`config.mk`:
```
export PLATFORM = sky130hd
export DESIGN_NAME = axi_rd_arbiter
export DESIGN_NICKNAME = d
export VERILOG_FILES = /design/src/rtl/lk_defines.sv /design/src/rtl/axi_rd_arbiter_sync_fifo.sv /design/src/rtl/axi_rd_arbiter.sv
export SDC_FILE = /design/constraint.sdc
export NUM_CORES = 1
export LEC_CHECK = 0
export ABC_AREA = 1
export ABC_CLOCK_PERIOD_IN_PS = 2900
export BUFFER_PORTS_ARGS = -buffer_cell sky130_fd_sc_hd__buf_4
export CELL_PAD_IN_SITES_DETAIL_PLACEMENT = 1
export CELL_PAD_IN_SITES_GLOBAL_PLACEMENT = 2
export CORE_MARGIN = 2
export CORE_UTILIZATION = 19
export DETAILED_ROUTE_END_ITERATION = 6
export PLACE_DENSITY = 0.83
export SLEW_MARGIN = 20
export SYNTH_ARGS = -nofsm -noshare
export SYNTH_HDL_FRONTEND = slang
export SYNTH_SLANG_ARGS = --single-unit
```
`constraint.sdc`:
```
create_clock -name m_axi_clk -period 2.9 [get_ports m_axi_clk]
set_clock_uncertainty 0.1 [all_clocks]
set_input_delay 0.145 -clock m_axi_clk [delete_from_list [all_inputs] [get_ports m_axi_clk]]
set_output_delay 0.145 -clock m_axi_clk [all_outputs]
set_load 0.005 [all_outputs]
```
`src/rtl/lk_defines.sv`:
```
// Shared definitions for the AXI read arbiter: FSM encoding, AR constants,
// and the default outstanding-burst limit.
package lk_defines;

  typedef enum logic {
    IDLE = 1'b0,
    ADDR = 1'b1
  } state_t;

  localparam logic [2:0] ARSIZE_8B     = 3'd3;
  localparam logic [1:0] ARBURST_INCR  = 2'b01;
  localparam int         MAX_OUTST_DEF = 8;

endpackage

```
`src/rtl/axi_rd_arbiter_sync_fifo.sv`:
```
// Small synchronous FIFO with fall-through head and occupancy count.
// A push while full is accepted only when a pop frees the slot in the same cycle.
module sync_fifo #(
  parameter int WIDTH = 1,
  parameter int DEPTH = 8,
  localparam int PW = (DEPTH > 1) ? $clog2(DEPTH) : 1,
  localparam int CW = $clog2(DEPTH + 1)
) (
  input  logic             clk,
  input  logic             rst,
  input  logic             push,
  input  logic [WIDTH-1:0] din,
  input  logic             pop,
  output logic [WIDTH-1:0] dout,
  output logic             empty,
  output logic             full,
  output logic [CW-1:0]    count
);

  logic [WIDTH-1:0] mem [DEPTH];
  logic [PW-1:0]    wr_ptr;
  logic [PW-1:0]    rd_ptr;
  logic             do_push;
  logic             do_pop;

  function automatic logic [PW-1:0] ptr_inc(input logic [PW-1:0] p);
    return (p == PW'(DEPTH - 1)) ? '0 : p + 1'b1;
  endfunction

  assign empty   = (count == '0);
  assign full    = (count == CW'(DEPTH));
  assign do_pop  = pop & ~empty;
  assign do_push = push & (~full | do_pop);
  assign dout    = mem[rd_ptr];

  always_ff @(posedge clk or posedge rst) begin
    if (rst) begin
      wr_ptr <= '0;
      rd_ptr <= '0;
      count  <= '0;
    end else begin
      if (do_push) wr_ptr <= ptr_inc(wr_ptr);
      if (do_pop)  rd_ptr <= ptr_inc(rd_ptr);
      case ({do_push, do_pop})
        2'b10:   count <= count + 1'b1;
        2'b01:   count <= count - 1'b1;
        default: count <= count;
      endcase
    end
  end

  always_ff @(posedge clk) begin
    if (do_push) mem[wr_ptr] <= din;
  end

endmodule

```
`src/rtl/axi_rd_arbiter.sv`:
```
// Two-requester AXI read arbiter: round-robin AR issue, in-order R return
// steered by a FIFO of granted requester indices.
module axi_rd_arbiter
  import lk_defines::*;
#(
  parameter int MAX_OUTST = MAX_OUTST_DEF,
  parameter int ID_W      = 6
) (
  input  logic            m_axi_clk,
  input  logic            m_axi_rst,
  input  logic            req0_valid,
  output logic            req0_ready,
  input  logic [31:0]     req0_addr,
  input  logic [3:0]      req0_len,
  input  logic            req1_valid,
  output logic            req1_ready,
  input  logic [31:0]     req1_addr,
  input  logic [3:0]      req1_len,
  output logic            rd0_valid,
  input  logic            rd0_ready,
  output logic [63:0]     rd0_data,
  output logic            rd0_last,
  output logic            rd1_valid,
  input  logic            rd1_ready,
  output logic [63:0]     rd1_data,
  output logic            rd1_last,
  output logic            m_axi_arvalid,
  input  logic            m_axi_arready,
  output logic [31:0]     m_axi_araddr,
  output logic [3:0]      m_axi_arlen,
  output logic [ID_W-1:0] m_axi_arid,
  output logic [2:0]      m_axi_arsize,
  output logic [1:0]      m_axi_arburst,
  input  logic            m_axi_rvalid,
  output logic            m_axi_rready,
  input  logic [63:0]     m_axi_rdata,
  input  logic            m_axi_rlast,
  output logic            err_unexp_r
);

  localparam int CW = $clog2(MAX_OUTST + 1);

  state_t        state, state_nx;
  logic          last_grant;
  logic          grant_idx;
  logic [31:0]   addr_q;
  logic [3:0]    len_q;
  logic          grant;
  logic          sel;
  logic          push;
  logic          pop;
  logic          can_grant;
  logic          head;
  logic          empty;
  logic [CW-1:0] count;

  // Gate grants during reset so no requester sees a handshake that is thrown away.
  assign can_grant = ~m_axi_rst & (count < CW'(MAX_OUTST));

  always_comb begin
    state_nx   = state;
    grant      = 1'b0;
    sel        = 1'b0;
    push       = 1'b0;
    req0_ready = 1'b0;
    req1_ready = 1'b0;
    case (state)
      IDLE: begin
        if (can_grant && (req0_valid || req1_valid)) begin
          grant      = 1'b1;
          sel        = (req0_valid && req1_valid) ? ~last_grant : req1_valid;
          req0_ready = ~sel;
          req1_ready = sel;
          state_nx   = ADDR;
        end
      end
      ADDR: begin
        if (m_axi_arready) begin
          push     = 1'b1;
          state_nx = IDLE;
        end
      end
      default: state_nx = IDLE;
    endcase
  end

  always_ff @(posedge m_axi_clk or posedge m_axi_rst) begin
    if (m_axi_rst) begin
      state      <= IDLE;
      last_grant <= 1'b1;
      grant_idx  <= 1'b0;
      addr_q     <= '0;
      len_q      <= '0;
    end else begin
      state <= state_nx;
      if (grant) begin
        last_grant <= sel;
        grant_idx  <= sel;
        addr_q     <= sel ? req1_addr : req0_addr;
        len_q      <= sel ? req1_len : req0_len;
      end
    end
  end

  assign m_axi_arvalid = (state == ADDR);
  assign m_axi_araddr  = addr_q & ~32'h7;
  assign m_axi_arlen   = len_q;
  assign m_axi_arid    = ID_W'(grant_idx);
  assign m_axi_arsize  = ARSIZE_8B;
  assign m_axi_arburst = ARBURST_INCR;

  sync_fifo #(
    .WIDTH (1),
    .DEPTH (MAX_OUTST)
  ) u_grant_fifo (
    .clk   (m_axi_clk),
    .rst   (m_axi_rst),
    .push  (push),
    .din   (grant_idx),
    .pop   (pop),
    .dout  (head),
    .empty (empty),
    .full  (),
    .count (count)
  );

  // Return beats are steered purely by the oldest outstanding grant.
  assign rd0_valid    = m_axi_rvalid & ~empty & ~head;
  assign rd1_valid    = m_axi_rvalid & ~empty & head;
  assign m_axi_rready = ~empty & (head ? rd1_ready : rd0_ready);
  assign rd0_data     = m_axi_rdata;
  assign rd1_data     = m_axi_rdata;
  assign rd0_last     = m_axi_rlast;
  assign rd1_last     = m_axi_rlast;
  assign pop          = m_axi_rvalid & m_axi_rready & m_axi_rlast;

  always_ff @(posedge m_axi_clk or posedge m_axi_rst) begin
    if (m_axi_rst)                 err_unexp_r <= 1'b0;
    else if (m_axi_rvalid & empty) err_unexp_r <= 1'b1;
  end

endmodule

```
# Word level (Yosys, flattened, before mapping)
# Memories as Yosys holds them, arrays and structs flattened.
# Cells that the tools add are included.
# W data, S select, Z words.
word_totals:
  reg_bits: 50
  ram_bits: 8
  inputBits: 145
  out_inout_bits: 184
  wordCells: 62
  n_memories: 1
op_classes:
  add_sub_neg: 4
  n_lt_le_gt_ge: 1
  eq_ne: 5
  n_mux: 19
  bitwise_logic: 18
  n_reduce_logical: 5
mem_list:
  columns: ["memory", "words", "width", "read_ports", "rd_ports_with_merged_regs", "write_ports", "line_no", "source"]
  rows:
  - ["u_grant_fifo.mem", 8, 1, 1, 0, 1, "axi_rd_arbiter_sync_fifo.sv:20", "logic [WIDTH-1:0] mem [DEPTH];"]
op_table:
  columns: ["op", "count"]
  rows:
  - ["$mux W32", 1]
  - ["$mux W1", 13]
  - ["$and A1 B1 Y1", 10]
  - ["$pmux W4 S2", 1]
  - ["$not A1 Y1", 7]
  - ["$add A3 B1 Y3 const B", 2]
  - ["$eq A3 B3 Y1 const B", 2]
  - ["$mux W3", 2]
  - ["$add A4 B1 Y4 const B", 1]
  - ["$eq A4 B4 Y1 const B", 1]
  - ["$logic_not A4 Y1", 1]
  - ["$lt A4 B4 Y1 const B", 1]
  - ["$mux W4", 1]
  - ["$sub A4 B1 Y4 const B", 1]
  - ["$eq A2 B1 Y1 const B", 1]
  - ["$eq A2 B2 Y1 const B", 1]
  - ["$logic_and A1 B1 Y1", 2]
  - ["$pmux W1 S2", 1]
  - ["$reduce_bool A2 Y1", 1]
  - ["$logic_or A1 B1 Y1", 1]
  - ["$or A1 B1 Y1", 1]

# Depth between registers and ports, before layout
# Gate-level depths: netlist of the first run.
logic_depth:
  ltp_word: 10
  depth_mapped: 19
  ltp_nobuf: 18

# By module
# From an unflattened synthesis of the first run, not the netlist that was laid out.
hier_totals:
  cells_unflattened: 496
  hier_area_um2: 4360.4
by_module_without_submodules:
  columns: ["mod", "instances", "cells_each", "area_each_um2", "seq_area_each_um2"]
  rows:
  - ["axi_rd_arbiter", 1, 363, 3270.6, 927.1]
  - ["sync_fifo", 1, 133, 1089.8, 490.5]

# Worst setup path before layout of the first run
# OpenSTA, ideal clock, no wires.
synth_path:
  path_kind: "register -> register"
  start: "reg u_grant_fifo.rd_ptr[0]"
  end: "reg u_grant_fifo.count[3]"
  setup_time_ps: 122
  t_arrival_ps: 2347
  setup_slack_ps: 331
  stages_incl_launch_ff: 19
  path_buffers: 1
  synth_period_minus_slack_ps: 2569
  cell_sequence: "dfrtp_1 inv_2 nand2_1 nand3_1 nand3_2 nand3_2 nand3_2 nand2_4 nand2_4 buf_12 ha_1 ha_1 nand2_1 nor2_1 a211oi_1 nor2_1 nor2_1 nand2_1 xor2_1"
synth_between:
  elab_chain_cells: 10
  elab_cells_between_ends: 12
  classes_between: "2 x eq/ne; 2 x mux; 6 x bitwise; 1 x reduce/logical; 1 x memory"
synth_rtl:
  columns: ["item", "line_no", "source"]
  rows:
  - ["start: declaration", "axi_rd_arbiter_sync_fifo.sv:22", "logic [PW-1:0] rd_ptr;"]
  - ["start signal: assignment", "axi_rd_arbiter_sync_fifo.sv:43", "if (do_pop) rd_ptr <= ptr_inc(rd_ptr);"]
  - ["$mem_v2 Z8 W1 *", null, null]
  - ["$mux W1 *", "axi_rd_arbiter.sv:130", "assign m_axi_rready = ~empty & (head ? rd1_ready : rd0_ready);"]
  - ["$and A1 B1 Y1 *", "axi_rd_arbiter.sv:130", null]
  - ["$and A1 B1 Y1 * (2 in series)", "axi_rd_arbiter.sv:135", "assign pop = m_axi_rvalid & m_axi_rready & m_axi_rlast;"]
  - ["$and A1 B1 Y1 *", "axi_rd_arbiter_sync_fifo.sv:32", "assign do_pop = pop & ~empty;"]
  - ["$or A1 B1 Y1", "axi_rd_arbiter_sync_fifo.sv:33", "assign do_push = push & (~full | do_pop);"]
  - ["$and A1 B1 Y1", "axi_rd_arbiter_sync_fifo.sv:33", null]
  - ["$eq A2 B1 Y1 / $eq A2 B2 Y1 (equally long branches)", "axi_rd_arbiter_sync_fifo.sv:44", "case ({do_push, do_pop})"]
  - ["$pmux W4 S2 / $reduce_bool A2 Y1 (equally long branches)", null, null]
  - ["end signal: assignment", "axi_rd_arbiter_sync_fifo.sv:45", "2'b10: count <= count + 1'b1;"]
  - ["end signal: assignment", "axi_rd_arbiter_sync_fifo.sv:46", "2'b01: count <= count - 1'b1;"]
  - ["end signal: assignment", "axi_rd_arbiter_sync_fifo.sv:47", "default: count <= count;"]
  - ["end: declaration", "axi_rd_arbiter_sync_fifo.sv:17", "output logic [CW-1:0] count"]
# Every way passes the cells marked *; elsewhere a longest branch is shown, timed or not.
# A chain may end at the register's enable or synchronous reset.

# Worst setup path after layout of the first run
layout_path:
  start: "reg u_grant_fifo.count[3]"
  end: "reg addr_q[14]"
layout_between:
  elab_chain_cells: 6
  elab_cells_between_ends: 8
  classes_between: "1 x order compare; 5 x mux; 1 x bitwise; 1 x reduce/logical"
layout_rtl:
  columns: ["item", "line_no", "source"]
  rows:
  - ["$lt A4 B4 Y1 *", "axi_rd_arbiter.sv:58", "assign can_grant = ~m_axi_rst & (count < CW'(MAX_OUTST));"]
  - ["$and A1 B1 Y1 *", "axi_rd_arbiter.sv:58", null]
  - ["$logic_and A1 B1 Y1 *", "axi_rd_arbiter.sv:69", "if (can_grant && (req0_valid || req1_valid)) begin"]
  - ["$mux W1", "axi_rd_arbiter.sv:69", null]
  - ["$mux W1", "axi_rd_arbiter.sv:67", "case (state)"]
  - ["$mux W32", "axi_rd_arbiter.sv:99", "addr_q <= sel ? req1_addr : req0_addr;"]
  - ["end signal: assignment", "axi_rd_arbiter.sv:99", null]
  - ["end: declaration", "axi_rd_arbiter.sv:46", "logic [31:0] addr_q;"]
# Marked as above.

==> impl_metrics.yaml, run 1 <==
timing:
  period_needed_ns: 2.659
  maxSlewViolCount: 0
  slew_headroom: 0.5464
  period_share: 0.9167
  setup_viol: 0
  hold_violations: 0
  rsz0062_at_grt: "false"
  fmax_mhz: 376.1
  worst_pin_slew_ns: 0.6804
  tns_ns: 0
  hold_ws_ns: 0.002528
status:
  outcome: "complete, no violations"
finish:
  fin_cells: 789
  nFillCells: 2349
  diodes: 0
  final_nets: 676
  final_cell_mix: "nand2_1 (131), buf_4 (121), dlygate4sd3_1 (67)"
  drive_above_1_share: 0.2958
  mostFrequentLayoutCell: "nand2_1"
  syn2layout_area_growth_pct: 25.93
setup_path:
  worstPathArrival_ns: 2.75
  crit_top_cell: "nand3_1"
  reg2reg_to: "addr_q[14]$_DFFE_PP0P_"
  worstPathRequired_ns: 2.99
  cpPeakStageDelay_ns: 0.55
  crit_path_start_kind: "flip-flop"
  regToRegStartpoint: "u_grant_fifo.count[3]$_DFFE_PP0P_"
  r2r_slack_ns: 0.24
  end_kind: "flip-flop"
  ff2ff_path_depth: 9
  path_depth: 9
  cpMaxStageDelayCell: "dlygate4sd3_1"
  critPathKind: "flip-flop to flip-flop"
  critical_path.top_delay_family: "buffers and inverters"
  crit_fanout: 18
  crit_buf_inv: 4
  path_cells: "inv_1 -> o211ai_1 -> nor2_1 -> nand3_1 -> clkinv_1 -> buf_4 -> nand2_1 -> nand3_1 -> dlygate4sd3_1"
synth:
  syn_area_sq_mm: 0.003797
  postSynthAreaPerCell_sq_um: 8.062
  async_flop_share: 0.8545
  synth_ff_type: "dfrtp_1"
  synth.distinct_cells: 29
  yosysWarningCount: 0
  yosysTopAreaCellShare: 0.3031
  synth_seq_area_share: 0.3733
  yosys-top-cells-area: "dfrtp_1 (30%), buf_4 (28%), nand2_1 (13%)"
  synth-seq-cells: 55
  synthCells: 471
  synth_top_cell_by_area: "dfrtp_1"
  synth-edff-count: 8
detailed_routing:
  wl_per_cell_um: 14.25
  vias_per_cell: 3.744
  drc: 0
  drt_pre_antenna_iters: 4
  drt_iter0_drc: 97
  num_vias: 2954
  drt-total-wl_um: 11250
  ant_nets: 0
grt:
  grt_overflow: 0
  grt_pass1_wl_um: 17650
  grt_max_degree: 48
  grt_util_all_layers: 0.1054
  antenna_found_initial: 0
  first_global_vias: 3325
floorplanning:
  initial_utilization: 0.1945
  die_h_um: 145.4
  dieArea_sq_mm: 0.02113
  die_w_um: 145.4
  io_pins: 329
  rows: 51
  core_sq_mm: 0.01953
place:
  portBuffers: 117
  dp_cells: 714
  gp_congestion: 0.7147
  place_hpwl_um: 7940
clocking:
  cts_tree: "built"
  clock_sinks: 55
  cts_max_level: 2
  clk_path_buf_depth: 2
  clk-insertion-delay-late_ns: 0.30
  postCtsSetupBuffers: 0
  numCtsBuffers: 5
  cts-root-buf: "clkbuf_16"
  clkTransAtPathRegs_ns: 0.07
power_and_ir_drop:
  leakagePower_nw: 2.346
  power.density_mw_per_mm2: 819.8
  ir_drop_mv: 0.3162
job:
  max_cap_violations: 0
hold_path:
  hold_class: "input pin to async pin"
==> Yosys cell counts, types with 4 or more instances <==
cell type	n
buf_4	144
nand2_1	131
nand3_1	47
dfrtp_1	46
inv_1	25
nor2_1	12
edfxtp_1	8
nor2_2	8
ha_1	7
buf_2	6
o21ai_0	5
nand3_2	4
==> area by class of cell <==
class                   count  area (sq um)  share of cell area
flip-flops and latches     55          1419              0.2967
repair buffers            188          1579              0.3302
well taps                 265         331.6             0.06934
multi-input cells         244          1177              0.2462
clock buffers               6         128.9             0.02695
inverters                  29         108.9             0.02276
clock inverters             2         37.54            0.007849
==> layer usage <==
layer  wire length, um  GRT usage  vias up
met1              4273     0.1110     1349
li1                  -          -     1407
met5                 0          0        -
met2              5227     0.1744      139
met4               492    0.05294        0
met3              1251    0.05298       59
==> power by group <==
group / internal [mW] / switching [mW] / total, mW
Combinational: 1.03 / 0.796 / 1.83
Sequential: 1.11 / 0.266 / 1.38
Clock: 0.409 / 0.303 / 0.712
==> cell families (layout without fill, tap and decap cells) <==
group,Yosys count,in the layout,synth area share
XOR/XNOR,3,3,0.006921
other,2,13,0.001978
AO/OA/AOI/OAI,10,10,0.01549
adder cells (fa/ha/maj),8,8,0.02834
flip-flops,55,55,0.3733
buffers and inverters,183,225,0.3295
AND/OR/NAND/NOR,210,210,0.2445
==> timing repair <==
| action | CTS | global route |
|---|---|---|
| hold buffers | 67 | 0 |
| gates resized for setup | 0 | 3 |
| hold endpoints to repair | 34 | 0 |
| setup endpoints to repair | 0 | 1 |
==> per-stage QoR <==
step                      utilization  total power [mW]  setup slack [ns]  cell area (sq um)
after global placement         0.2016             2.841            0.2359               3936
after global routing           0.2449             4.269         0.0008520               4782
after floorplan                     -             2.295            0.3310               3839
final                          0.2449             3.920            0.2414               4782
after CTS                      0.2445             3.973           0.01754               4773
after detailed placement       0.2016             2.881            0.1625               3936
==> flip-flops by register name, summed over array words and instances (netlist names) <==
| register | flops |
|---|---|
| addr_q | 29 |
| u_grant_fifo.count | 4 |
| m_axi_arvalid | 1 |
| u_grant_fifo.mem | 8 |
| m_axi_arlen | 4 |
| err_unexp_r | 1 |
| u_grant_fifo.rd_ptr | 3 |
| grant_idx | 1 |
| u_grant_fifo.wr_ptr | 3 |
| last_grant | 1 |
==> how the worst max path moves through the flow <==
stage	start	to	slack, ns
floorplan	u_grant_fifo.rd_ptr[0]$_DFFE_PP0P_	u_grant_fifo.count[3]$_DFFE_PP0P_	0.33
global placement	u_grant_fifo.rd_ptr[0]$_DFFE_PP0P_	u_grant_fifo.count[3]$_DFFE_PP0P_	0.24
detailed placement	u_grant_fifo.rd_ptr[0]$_DFFE_PP0P_	u_grant_fifo.count[3]$_DFFE_PP0P_	0.16
CTS	u_grant_fifo.count[3]$_DFFE_PP0P_	addr_q[11]$_DFFE_PP0P_	0.02
global route	u_grant_fifo.count[3]$_DFFE_PP0P_	addr_q[7]$_DFFE_PP0P_	0.0009
finish	u_grant_fifo.count[3]$_DFFE_PP0P_	addr_q[14]$_DFFE_PP0P_	0.24
==> worst register-to-register path: stages (launching register included) <==
cell and delay [ns]:
dfrtp_1 0.37, inv_1 0.11, o211ai_1 0.14, nor2_1 0.10, nand3_1 0.15, clkinv_1 0.46, buf_4 0.40, nand2_1 0.10
nand3_1 0.07, dlygate4sd3_1 0.55
(Power assumes the default switching activity.)
==> inputs of run 2 (changes only) <==
CAP_MARGIN = 10   (was unset)
PLACE_DENSITY = 0.8   (was 0.83)
==> impl_metrics.yaml, run 2 (synthesis results as in run 1) <==
status:
  outcome: "complete, but fails checks"
  violations: "negative hold slack"
power_and_ir_drop:
  leakagePower_nw: 2.347
  power.density_mw_per_mm2: 807.8
  ir_drop_mv: 0.2713
grt:
  grt_pass1_wl_um: 17990
  grt_max_degree: 48
  first_global_vias: 3371
  grt_util_all_layers: 0.1069
  grt_overflow: 0
  antenna_found_initial: 0
clocking:
  numCtsBuffers: 5
  clkTransAtPathRegs_ns: 0.07
  clk_path_buf_depth: 2
  cts-root-buf: "clkbuf_16"
  cts_max_level: 2
  clk-insertion-delay-late_ns: 0.30
  cts_tree: "built"
  clock_sinks: 55
setup_path:
  r2r_slack_ns: 0.29
  worstPathArrival_ns: 2.70
  reg2reg_to: "u_grant_fifo.count[3]$_DFFE_PP0P_"
  cpMaxStageDelayCell: "dfrtp_2"
  crit_path_start_kind: "flip-flop"
  ff2ff_path_depth: 17
  regToRegStartpoint: "u_grant_fifo.rd_ptr[0]$_DFFE_PP0P_"
  critPathKind: "flip-flop to flip-flop"
  crit_fanout: 7
  cpPeakStageDelay_ns: 0.46
  path_cells: "inv_2 -> nand2_1 -> nand3_1 -> nand3_2 -> nand2_2 -> nand2_2 -> nand3_2 -> inv_1 -> ha_1 -> ha_1 -> nand2_1 -> nor2_1 -> a211oi_2 -> nor2_1 -> nor2_1 -> nand2_1 -> xor2_1"
  worstPathRequired_ns: 2.98
  end_kind: "flip-flop"
floorplanning:
  die_w_um: 145.4
  initial_utilization: 0.1945
  rows: 51
  core_sq_mm: 0.01953
  die_h_um: 145.4
  io_pins: 329
  dieArea_sq_mm: 0.02113
detailed_routing:
  top_layer: "met4"
  drt_pre_antenna_iters: 4
  vias_per_cell: 3.812
  ant_nets: 0
  m1WireLength_um: 4206
  drc: 0
  wl_met2_um: 5535
  drt-total-wl_um: 11450
  wl_met3_um: 1211
  num_vias: 3015
  drt_iter0_drc: 60
  wl_per_cell_um: 14.48
finish:
  final_cell_mix: "nand2_1 (131), buf_4 (124), dlygate4sd3_1 (66)"
  final_nets: 678
  mostFrequentLayoutCell: "nand2_1"
  drive_above_1_share: 0.2966
  largest_register: "addr_q"
  top_regs: "addr_q (29), u_grant_fifo.mem (8)"
  largest_register_ffs: 29
  diodes: 0
  syn2layout_area_growth_pct: 25.63
  design_area_sq_mm: 0.004771
timing:
  worst_pin_slew_ns: 0.6703
  setup_viol: 0
  slew_headroom: 0.5531
  period_needed_ns: 2.612
  hold_violations: 8
  tns_ns: 0
  rsz0062_at_grt: "false"
  hold_ws_ns: -0.01331
  period_share: 0.9008
  fmax_mhz: 382.8
  maxSlewViolCount: 0
place:
  dpl-instance-area_sq_mm: 0.003959
  gp_congestion: 0.7186
  place_hpwl_um: 8303
  portBuffers: 117
job:
  max_cap_violations: 0
hold_path:
  hold_class: "input pin to async pin"
-- run 2: cell types whose count changed in the layout (fill, tap and decap cells not counted) --
cell           change
buf_4              +3
dlygate4sd3_1      -1
clkinv_1           +2
bufinv_16          -1
clkbuf_1           -1
ha_2               -1
clkinv_4           +1
inv_2              -1
ha_1               +1
-- run 2: layout make-up --
| cell class | count | area [sq um] |
|---|---|---|
| Fill cell | 2391 | 14760 |
| Sequential cell | 55 | 1419 |
| Timing Repair Buffer | 190 | 1592 |
| Tap cell | 265 | 331.6 |
| Clock buffer | 5 | 125.1 |
| Multi-Input combinational cell | 244 | 1175 |
| Inverter | 29 | 108.9 |
| Clock inverter | 3 | 20.02 |
-- run 2: worst max-delay path by stage --
stage | start | to | cells after the start | slack (ns)
CTS | u_grant_fifo.rd_ptr[0]$_DFFE_PP0P_ | u_grant_fifo.count[3]$_DFFE_PP0P_ | 17 | 0.21
finish | u_grant_fifo.rd_ptr[0]$_DFFE_PP0P_ | u_grant_fifo.count[3]$_DFFE_PP0P_ | 17 | 0.29
global placement | u_grant_fifo.rd_ptr[0]$_DFFE_PP0P_ | u_grant_fifo.count[3]$_DFFE_PP0P_ | 17 | 0.23
global route | u_grant_fifo.rd_ptr[0]$_DFFE_PP0P_ | u_grant_fifo.count[3]$_DFFE_PP0P_ | 17 | 0.07
floorplan | u_grant_fifo.rd_ptr[0]$_DFFE_PP0P_ | u_grant_fifo.count[3]$_DFFE_PP0P_ | 18 | 0.33
detailed placement | u_grant_fifo.rd_ptr[0]$_DFFE_PP0P_ | u_grant_fifo.count[3]$_DFFE_PP0P_ | 17 | 0.22
-- run 2: worst max-delay path: cells and delay by family (launching register included) --
family / cells / cell delay (ns)
and+or+nand+nor: 11 / 0.82
adders and majority gates: 2 / 0.60
DFF: 1 / 0.46
buffers and inverters: 2 / 0.20
AOI/OAI and AO/OA: 1 / 0.17
xor gates and xnor gates: 1 / 0.14
-- run 2: report_power, final --
group          total, mW  leakage [nW]  internal (mW)  switching, mW
combinational       1.86          1.62           1.06          0.805
sequential          1.37         0.656           1.11          0.258
clock              0.621        0.0674          0.320          0.301
-- run 2: metal layers --
metal  track usage  up-vias
met5             0        -
met4       0.05539        0
li1              -     1412
met1        0.1101     1391
met3       0.05078       54
met2        0.1813      158
-- run 2: through the flow --
| stage | power (mW) | hold slack [ns] | util | worst slack (ns) | cells |
|---|---|---|---|---|---|
| global placement | 2.850 | 0.1901 | 0.2027 | 0.2299 | 717 |
| floorplan | 2.295 | 0.1649 | - | 0.3310 | 482 |
| finish | 3.854 | -0.01331 | 0.2443 | 0.2876 | 791 |
| global route | 4.207 | 0.005450 | 0.2443 | 0.06897 | 791 |
| detailed placement | 2.893 | 0.1901 | 0.2027 | 0.2228 | 717 |
| CTS | 3.908 | 0.0005999 | 0.2440 | 0.2076 | 791 |
-- run 2: repair_timing --
action / in CTS / in global routing
buffers inserted: 0 / 0
hold buffers: 66 / 0
setup endpoints to repair: 0 / 1
hold endpoints to repair: 33 / 0
resized for setup: 0 / 2
==> inputs of run 3 (changes only) <==
BUFFER_PORTS_ARGS = unset   (was -buffer_cell sky130_fd_sc_hd__buf_4)
CORE_AREA = 2 2 128 130   (was unset)
CORE_MARGIN = unset   (was 2)
CORE_UTILIZATION = unset   (was 19)
DIE_AREA = 0 0 130 132   (was unset)
DONT_BUFFER_PORTS = 1   (was unset)
PLACE_DENSITY = 0.62   (was 0.8)
==> impl_metrics.yaml, run 3 (synthesis results as in run 1) <==
clocking:
  cts_max_level: 2
  clk-insertion-delay-late_ns: 0.30
  cts_tree: "built"
  clkTransAtPathRegs_ns: 0.07
  cts-root-buf: "clkbuf_16"
  clk_path_buf_depth: 2
  clock_sinks: 55
  numCtsBuffers: 5
floorplanning:
  core_sq_mm: 0.01571
  dieArea_sq_mm: 0.01716
  rows: 46
  die_h_um: 132
  die_w_um: 130
  initial_utilization: 0.2417
  io_pins: 329
timing:
  period_share: 0.8910
  period_needed_ns: 2.584
  setup_viol: 0
  tns_ns: 0
  hold_violations: 0
  slew_headroom: 0.5606
  fmax_mhz: 387.0
  maxSlewViolCount: 0
  worst_pin_slew_ns: 0.6592
  rsz0062_at_grt: "false"
detailed_routing:
  drt-total-wl_um: 9323
  ant_nets: 0
  drt_pre_antenna_iters: 4
  num_vias: 2568
  vias_per_cell: 4.089
  drt_iter0_drc: 48
  drc: 0
  wl_per_cell_um: 14.85
finish:
  nFillCells: 1857
  diodes: 0
  syn2layout_area_growth_pct: 2.669
  final_cell_mix: "nand2_1 (131), dlygate4sd3_1 (70), nand3_1 (47)"
  drive_above_1_share: 0.09709
  mostFrequentLayoutCell: "nand2_1"
  design_area_sq_mm: 0.003899
  largest_register_ffs: 29
  top_regs: "addr_q (29), u_grant_fifo.mem (8)"
  final_nets: 564
  largest_register: "addr_q"
hold_path:
  hold_end: "m_axi_arvalid$_DFF_PP0_"
  worstHoldStart: "req0_valid"
  hold_class: "input pin to flip-flop"
  whs_path_depth: 2
setup_path:
  worstPathArrival_ns: 2.67
  path_depth: 17
  worstPathRequired_ns: 2.98
  cpPeakStageDelay_ns: 0.46
  regToRegStartpoint: "u_grant_fifo.rd_ptr[0]$_DFFE_PP0P_"
  critical_path.top_delay_family: "simple AND/OR/NAND/NOR gates"
  ff2ff_path_depth: 17
  crit_path_start_kind: "flip-flop"
  crit_buf_inv: 2
  reg2reg_to: "u_grant_fifo.count[3]$_DFFE_PP0P_"
  path_cells: "inv_2 -> nand2_1 -> nand3_1 -> nand3_2 -> nand2_2 -> nand2_2 -> nand3_2 -> inv_1 -> ha_1 -> ha_1 -> nand2_1 -> nor2_1 -> a211oi_2 -> nor2_1 -> nor2_1 -> nand2_1 -> xor2_1"
  end_kind: "flip-flop"
  r2r_slack_ns: 0.32
  cpMaxStageDelayCell: "dfrtp_2"
  critPathKind: "flip-flop to flip-flop"
  crit_fanout: 7
power_and_ir_drop:
  ir_drop_mv: 0.3279
  power.density_mw_per_mm2: 876.3
  power.switching_mw: 1.258
  p_sw_frac: 0.3682
  clock_power_share: 0.204
  p_seq_frac: 0.422
  p_int_mw: 2.159
  leakagePower_nw: 1.784
  power.share.combinational: 0.373
grt:
  gr-usage-met2: 0.2013
  first_global_vias: 2833
  met3_usage: 0.03977
  grt_max_degree: 48
  grt_overflow: 0
  grt_util_all_layers: 0.1112
  grt_busiest_layer: "met2"
  antenna_found_initial: 0
  grt_pass1_wl_um: 14840
  met1_usage: 0.1147
place:
  gp_congestion: 0.6764
  dpl-instance-area_sq_mm: 0.003012
  portBuffers: 0
  place_hpwl_um: 6021
status:
  outcome: "complete, no violations"
job:
  max_cap_violations: 0
-- run 3: changes by cell type in the layout (fill, tap and decap cells not counted), sizes merged --
| cell | before | now |
|---|---|---|
| buf | 124 | 6 |
| dlygate4sd3 | 66 | 70 |
| clkinv | 5 | 4 |
| bufinv | 0 | 1 |
-- run 3: area by class of cell --
type                            count  area (sq um)  area share
Clock buffer                        5         125.1     0.03209
Clock inverter                      3         38.79    0.009949
Inverter                           29         112.6     0.02888
Multi-Input combinational cell    244          1187      0.3046
Sequential cell                    55          1419      0.3639
Tap cell                          216         270.3     0.06932
Timing Repair Buffer               76         745.7      0.1913
-- run 3: worst reg2reg max path, delay by kind of cell, from the launching register on --
kind            cells  cell delay, ns
simple gates       11            0.82
flops               1            0.46
compound gates      1            0.17
buf+inv             2            0.22
xor+xnor            1            0.14
fa+ha+maj           2            0.57
-- run 3: per-layer routing --
metal	up-vias	share of wire	wire length [um]
met4	0	0.025	235
met5	-	0	0
met3	36	0.069	643
met1	1231	0.38	3538
li1	1183	-	-
met2	118	0.53	4906
-- run 3: worst max path at each step --
stage                                       startpoint                           endpoint  slack, ns
floorplan           u_grant_fifo.rd_ptr[0]$_DFFE_PP0P_  u_grant_fifo.count[3]$_DFFE_PP0P_       0.33
global placement    u_grant_fifo.rd_ptr[0]$_DFFE_PP0P_  u_grant_fifo.count[3]$_DFFE_PP0P_       0.18
detailed placement  u_grant_fifo.rd_ptr[0]$_DFFE_PP0P_  u_grant_fifo.count[3]$_DFFE_PP0P_       0.14
CTS                  u_grant_fifo.count[3]$_DFFE_PP0P_             addr_q[22]$_DFFE_PP0P_       0.08
global route        u_grant_fifo.rd_ptr[0]$_DFFE_PP0P_  u_grant_fifo.count[3]$_DFFE_PP0P_      0.004
finish              u_grant_fifo.rd_ptr[0]$_DFFE_PP0P_  u_grant_fifo.count[3]$_DFFE_PP0P_       0.32
-- run 3: what timing repair did --
item                                   4_1_cts  5_1_grt
endpoints found under the hold margin       83        0
gates resized for setup                      0        4
buffers inserted                             0        0
setup endpoints to repair                    0       10
hold buffers                                70        0
-- run 3: per-stage QoR --
step / hold slack, ns / total power [mW] / worst slack [ns] / util / instances
final: 0.01553 / 3.416 / 0.3160 / 0.2481 / 628
after global routing: 0.02826 / 3.724 / 0.003891 / 0.2481 / 628
after CTS: 0.005904 / 3.442 / 0.07814 / 0.2467 / 628
after detailed placement: 0.1720 / 2.425 / 0.1372 / 0.1917 / 550
after global placement: 0.1701 / 2.378 / 0.1787 / 0.1917 / 550
after floorplan: 0.1649 / 2.295 / 0.3310 / - / 482
-- run 3: power by group through the flow --
stage               Clock (mW)  Combinational [mW]  Sequential (mW)
floorplan                    0               0.950             1.34
global placement             0               0.921             1.46
detailed placement           0               0.970             1.46
CTS                      0.734                1.26             1.45
global route             0.765                1.46             1.50
finish                   0.698                1.27             1.44
